## src/rtl/ex_mem_issue.sv

```systemverilog
// ex_mem_issue
//   Issues EX-stage loads/stores onto an SRAM-style split request/response
//   bus and returns the aligned, extended load data (or a store ack) to MEM.
//   Requests in flight are tracked in an in-order FIFO. A pipeline flush
//   cancels every tracked entry. Cancelled entries still consume their
//   data_ok, but they produce no response.
//
// Ports
//   clk, reset            single clock, synchronous active-high reset
//   flush                 pipeline flush from WB (exception / ertn)
//   req_*                 memory op presented by EX
//   req_done, req_ale     op retired this cycle / misaligned address
//   data_sram_*           bus request side (req/addr_ok) and response side
//                         (data_ok/rdata)
//   rsp_*                 registered one-cycle response to MEM
//   pending               live (non-cancelled) outstanding requests
//   proto_err             sticky: data_ok seen with nothing outstanding
module ex_mem_issue #(
    parameter int ADDR_W = 32,
    parameter int DEPTH  = 4,
    parameter int TAG_W  = 5,
    localparam int CW    = $clog2(DEPTH + 1)
) (
    input  logic              clk,
    input  logic              reset,
    input  logic              flush,
    input  logic              req_valid,
    input  logic              req_wr,
    input  logic [1:0]        req_size,
    input  logic              req_unsigned,
    input  logic [ADDR_W-1:0] req_addr,
    input  logic [31:0]       req_wdata,
    input  logic [TAG_W-1:0]  req_tag,
    output logic              req_done,
    output logic              req_ale,
    output logic              data_sram_req,
    output logic              data_sram_wr,
    output logic [1:0]        data_sram_size,
    output logic [3:0]        data_sram_wstrb,
    output logic [ADDR_W-1:0] data_sram_addr,
    output logic [31:0]       data_sram_wdata,
    input  logic              data_sram_addr_ok,
    input  logic              data_sram_data_ok,
    input  logic [31:0]       data_sram_rdata,
    output logic              rsp_valid,
    output logic              rsp_wr,
    output logic [TAG_W-1:0]  rsp_tag,
    output logic [31:0]       rsp_rdata,
    output logic [CW-1:0]     pending,
    output logic              proto_err
);

    localparam int PW = (DEPTH > 1) ? $clog2(DEPTH) : 1;
    localparam logic [CW-1:0] DEPTH_C = CW'(DEPTH);
    localparam logic [PW-1:0] LAST_PTR = PW'(DEPTH - 1);

    typedef struct packed {
        logic             wr;
        logic [1:0]       size;
        logic             uns;
        logic [1:0]       lo;
        logic [TAG_W-1:0] tag;
        logic             cancel;
    } entry_t;

    entry_t           fifo_q [DEPTH];
    entry_t           fifo_d [DEPTH];
    logic [PW-1:0]    wptr_q, wptr_d, rptr_q, rptr_d;
    logic [CW-1:0]    cnt_q, cnt_d;
    logic [CW-1:0]    canc_q, canc_d;
    logic             proto_err_q, proto_err_d;
    logic             rsp_valid_q, rsp_valid_d;
    logic             rsp_wr_q, rsp_wr_d;
    logic [TAG_W-1:0] rsp_tag_q, rsp_tag_d;
    logic [31:0]      rsp_rdata_q, rsp_rdata_d;

    logic             push, pop;
    entry_t           head;
    logic [31:0]      shifted;
    logic [31:0]      load_val;

    // Pointers wrap at DEPTH rather than at a power of two.
    function automatic logic [PW-1:0] ptr_inc(input logic [PW-1:0] p);
        return (p == LAST_PTR) ? '0 : p + PW'(1);
    endfunction

    // Request decode. Size 3 is not a legal access, so it is reported as misaligned.
    always_comb begin
        req_ale = req_valid & ((req_size == 2'd1 & req_addr[0]) |
                               (req_size == 2'd2 & req_addr[1:0] != 2'b00) |
                               (req_size == 2'd3));
        // Occupancy includes cancelled entries that are still waiting for their data_ok.
        data_sram_req = req_valid & ~req_ale & ~flush & (cnt_q < DEPTH_C);
        req_done      = req_valid & ~flush & (req_ale | (data_sram_req & data_sram_addr_ok));

        data_sram_wr   = req_wr;
        data_sram_size = req_size;
        data_sram_addr = req_addr;

        data_sram_wstrb = 4'b0000;
        data_sram_wdata = req_wdata;
        case (req_size)
            2'd0: begin
                data_sram_wdata = {4{req_wdata[7:0]}};
                if (req_wr) data_sram_wstrb = 4'b0001 << req_addr[1:0];
            end
            2'd1: begin
                data_sram_wdata = {2{req_wdata[15:0]}};
                if (req_wr) data_sram_wstrb = req_addr[1] ? 4'b1100 : 4'b0011;
            end
            2'd2: begin
                if (req_wr) data_sram_wstrb = 4'b1111;
            end
            default: begin
                data_sram_wstrb = 4'b0000;
            end
        endcase
    end

    // Response data for the FIFO head: pick the lane from the low address bits.
    always_comb begin
        head    = fifo_q[rptr_q];
        shifted = data_sram_rdata >> {head.lo, 3'b000};
        case (head.size)
            2'd0:    load_val = {{24{~head.uns & shifted[7]}}, shifted[7:0]};
            2'd1:    load_val = {{16{~head.uns & shifted[15]}}, shifted[15:0]};
            default: load_val = data_sram_rdata;
        endcase
    end

    // FIFO bookkeeping. Cancelled entries are always the oldest ones,
    // because a flush cancels everything and also blocks that cycle's push.
    // This lets a single counter track the cancelled entries.
    always_comb begin
        push = data_sram_req & data_sram_addr_ok;
        pop  = data_sram_data_ok & (cnt_q != '0);

        fifo_d = fifo_q;
        wptr_d = wptr_q;
        rptr_d = rptr_q;
        cnt_d  = cnt_q;

        if (flush) begin
            for (int i = 0; i < DEPTH; i++) fifo_d[i].cancel = 1'b1;
        end
        if (push) begin
            fifo_d[wptr_q] = '{wr: req_wr, size: req_size, uns: req_unsigned,
                               lo: req_addr[1:0], tag: req_tag, cancel: 1'b0};
            wptr_d = ptr_inc(wptr_q);
        end
        if (pop) rptr_d = ptr_inc(rptr_q);

        case ({push, pop})
            2'b10:   cnt_d = cnt_q + CW'(1);
            2'b01:   cnt_d = cnt_q - CW'(1);
            default: cnt_d = cnt_q;
        endcase

        if (flush) canc_d = cnt_q - CW'(pop);
        else       canc_d = canc_q - CW'(pop & head.cancel);

        proto_err_d = proto_err_q | (data_sram_data_ok & (cnt_q == '0));

        // A head that pops in the flush cycle is treated as cancelled.
        rsp_valid_d = pop & ~head.cancel & ~flush;
        rsp_wr_d    = rsp_wr_q;
        rsp_tag_d   = rsp_tag_q;
        rsp_rdata_d = rsp_rdata_q;
        if (rsp_valid_d) begin
            rsp_wr_d    = head.wr;
            rsp_tag_d   = head.tag;
            rsp_rdata_d = head.wr ? 32'h0 : load_val;
        end
    end

    // All state is cleared by reset, which takes priority over flush, push and pop.
    always_ff @(posedge clk) begin
        if (reset) begin
            for (int i = 0; i < DEPTH; i++) fifo_q[i] <= '0;
            wptr_q      <= '0;
            rptr_q      <= '0;
            cnt_q       <= '0;
            canc_q      <= '0;
            proto_err_q <= 1'b0;
            rsp_valid_q <= 1'b0;
            rsp_wr_q    <= 1'b0;
            rsp_tag_q   <= '0;
            rsp_rdata_q <= '0;
        end else begin
            fifo_q      <= fifo_d;
            wptr_q      <= wptr_d;
            rptr_q      <= rptr_d;
            cnt_q       <= cnt_d;
            canc_q      <= canc_d;
            proto_err_q <= proto_err_d;
            rsp_valid_q <= rsp_valid_d;
            rsp_wr_q    <= rsp_wr_d;
            rsp_tag_q   <= rsp_tag_d;
            rsp_rdata_q <= rsp_rdata_d;
        end
    end

    assign pending   = cnt_q - canc_q;
    assign proto_err = proto_err_q;
    assign rsp_valid = rsp_valid_q;
    assign rsp_wr    = rsp_wr_q;
    assign rsp_tag   = rsp_tag_q;
    assign rsp_rdata = rsp_rdata_q;

endmodule
```

## config.mk

```make
export PLATFORM = sky130hd
export DESIGN_NAME = ex_mem_issue
export DESIGN_NICKNAME = d
export VERILOG_FILES = /design/src/rtl/ex_mem_issue.sv
export SDC_FILE = /design/constraint.sdc
export NUM_CORES = 1
export LEC_CHECK = 0
export BUFFER_PORTS_ARGS = -buffer_cell sky130_fd_sc_hd__buf_2
export CAP_MARGIN = 0
export CORE_ASPECT_RATIO = 1.75
export CORE_MARGIN = 10
export CORE_UTILIZATION = 44
export DETAILED_ROUTE_END_ITERATION = 6
export PLACE_DENSITY = 0.77
export SYNTH_ARGS = -nofsm -noshare
export SYNTH_HDL_FRONTEND = slang
export SYNTH_SLANG_ARGS = --single-unit
```

## constraint.sdc

```tcl
create_clock -name clk -period 2.3 [get_ports clk]
set_clock_uncertainty 0.1 [all_clocks]
set_input_delay 0 -clock clk [delete_from_list [all_inputs] [get_ports clk]]
set_output_delay 0 -clock clk [all_outputs]
set_load 0.02 [all_outputs]
```

==> results.md <==
* Status: finished with violations
* Failing checks: setup timing
* Clock Path Buffers at 2
* Min Tclk post-route at 2.33 ns
* N_diodes at 0
* Final std cells w/o fill at 992
* Worst Path Class, Setup: flip-flop to flip-flop
* CORE AREA at 12100 sq um
* Placed cell count at 895
* Hold Worst Slack at 0.0423 ns
* PwrDens at 555 nW/um^2
* Crit Reg-Reg Startpoint: rptr_q[1]$_SDFFE_PP0P_
* Reg clk slew, reported paths at 0.07 ns
* Vias in the first global route at 5852
* Area leader, netlist: dfxtp_1
* Hold Path Class: input port to flip-flop
* DR vias at 5537
* Post-synth EDFFs at 0
* H-tree levels at 3
* Final setup violation count at 7
* Yosys warnings at 0
* CP arrival at 2.46 ns
* Crit path max fanout at 8
* Final GP Congestion at 0.846
* Fin nets at 946
* # clock sinks at 98
* Synth area leaders: dfxtp_1 36%, buf_4 6.3%, mux4_2 6.2%
* Pin count of the biggest net entering global routing at 69
* Drt via density at 5.58
* Netlist Area Pre-Place at 5490 sq um
* Syn nets at 729
* Worst-Skew Late Latency at 0.35 ns
* Normalized max-slew margin at 52.6%
* CP endpoint kind: flip-flop
* Die ar. at 17500 sq um
* Clk root buf: clkbuf_16
* TritonCTS Buffers at 9
* Required @ worst endpoint at 2.43 ns
* #FFs+latches synth at 98
* # rows at 53
* Hpwl dp at 12800 um
* Mean Syn Cell Area at 9.07 sq um
* Async SR Flop Fraction at 0%
* Slew Limit Fails at 0
* Initial Util at 45.2%
* ANT nets after route at 0
* Origin of the worst min-delay path: req_addr[0]
* Die height at 168 um
* Cell count after synthesis at 605
* Synth cell types at 46
* Max-Cap Viols at 0
* Top cell type's share of synthesized area at 35.8%
* Post-synthesis sequential area ratio at 35.8%
* Number of detailed-route iterations in the first pass at 5
* Peak supply drop at 452 uV
* Commonest cells after routing, fill and taps aside: 167 x buf_2, 96 x dfxtp_1, 84 x nand2_1
* Crit path from: rptr_q[1]$_SDFFE_PP0P_
* Gr usage total at 20.1%
* Setup ws final at -0.0310 ns
* GRT overflow at 0
* Initial antenna violation count at 0
* Setup crit start kind: flip-flop
* Most used DFF post-synth: dfxtp_1
* Core Util, Final at 62.7%
* I/O Buffers at 167
* Final Hold Viols at 0
* DR WL/cell at 19.9 um
* Final period utilization at 101%
* DRC at 0
* CTS tree: yes
* Final wirelength at 19700 um
* Tightest Pin Transition at 0.710 ns
* I/O Pins at 228
* Total negative slack at -0.0641 ns
* Commonest non-fill, non-tap cell in the layout: buf_2
* Syn-to-layout area delta at 38.6%
* Starting DRT DRC Count at 435
* Leak at 3.21 nW
* Chip Width at 104 um
* Global-route wire length before repair at 29300 um
* Layout cell share with drive strength beyond 1 at 36.3%
* FMAX at 429 MHz
[layer usage]
metal / part of all wire [%] / track usage, % / vias to the layer above
li1: - / - / 2566
met1: 35 / 19.6 / 2619
met2: 54 / 38.7 / 311
met3: 7.4 / 5.19 / 41
met4: 3.2 / 8.09 / 0
met5: 0 / 0 / -
[synthesized netlist by cell type (7+ instances only)]
library cell  number
inv_1             13
nor3_1            11
a21oi_1           57
a221oi_1          14
mux2i_1           31
a211oi_1           9
mux4_2            15
nor2_1            23
mux2_2            18
o21ai_0           18
ha_1              11
buf_6              7
a221o_1           16
dfxtp_1           98
nand3_1           44
clkbuf_1          29
buf_4             46
buf_2              9
a22oi_1            7
nand2_1           85
[layout make-up]
class	instances	area, sq um
clock buffers	10	239
clock inverters	6	70.1
fillers	954	4530
inverters	14	52.6
multi-input cells	402	3010
flip-flops and latches	98	1970
well taps	165	206
repair buffers	297	2060
[sequential cells by signal, summed over array words and instances, names as in the netlist]
register and count:
rsp_tag 5, proto_err 1, fifo_q 48, rptr_q 2
canc_q 3, rsp_rdata 32, cnt_q 3, rsp_wr 1
rsp_valid 1, wptr_q 2
[cell families after synthesis]
family	after synthesis	share of synthesized area, %
simple gates	181	14.8
compound gates	133	16.5
buf+inv	106	11.6
flops	98	35.8
mux	68	17.1
fa+ha+maj	13	3.24
xor+xnor	6	0.958
[power breakdown]
part	internal [mW]	total (mW)	switching, mW	leakage (nW)
clock network	0.885	1.57	0.683	0.154
logic	0.394	0.891	0.497	2.26
registers	1.73	1.76	0.0253	0.793
[path summary, 6_finish.rpt]
| kind | endpoint | slack, ns | cells after the start |
|---|---|---|---|
| worst min register to register | rsp_rdata[6]$_SDFFE_PP0P_ | 0.33 | 2 |
| worst max register to register | rsp_rdata[12]$_SDFFE_PP0P_ | -0.03 | 5 |
| worst min-delay path | fifo_q[18]$_SDFFE_PP0P_ | 0.04 | 4 |
| worst max-delay path | rsp_rdata[12]$_SDFFE_PP0P_ | -0.03 | 5 |
[per-stage QoR]
step                      power [mW]  worst slack, ns  instance area, sq um
after floorplan                 2.31          0.00953                  5500
after global placement          2.49          -0.0704                  6360
after detailed placement        2.50           -0.166                  6360
after CTS                       4.19          0.00374                  7410
after global routing            4.36          -0.0856                  7600
final                           4.22          -0.0310                  7600
[worst max-delay path: stages (launching register included)]
cell,delay [ns]
dfxtp_2,0.36
mux4_2,0.51
or3_4,0.41
nor2_2,0.28
o21ai_0,0.18
a221oi_1,0.38
[repair_timing]
item | in CTS | in global routing
setup endpoints to repair | 32 | 48
hold endpoints to repair | 98 | 0
buffers inserted | 0 | 6
hold buffers | 73 | 0
gates resized for setup | 6 | 26
pin swaps | 1 | 6
cloned | 0 | 2
Note: power is estimated with default switching activity, not from simulation.
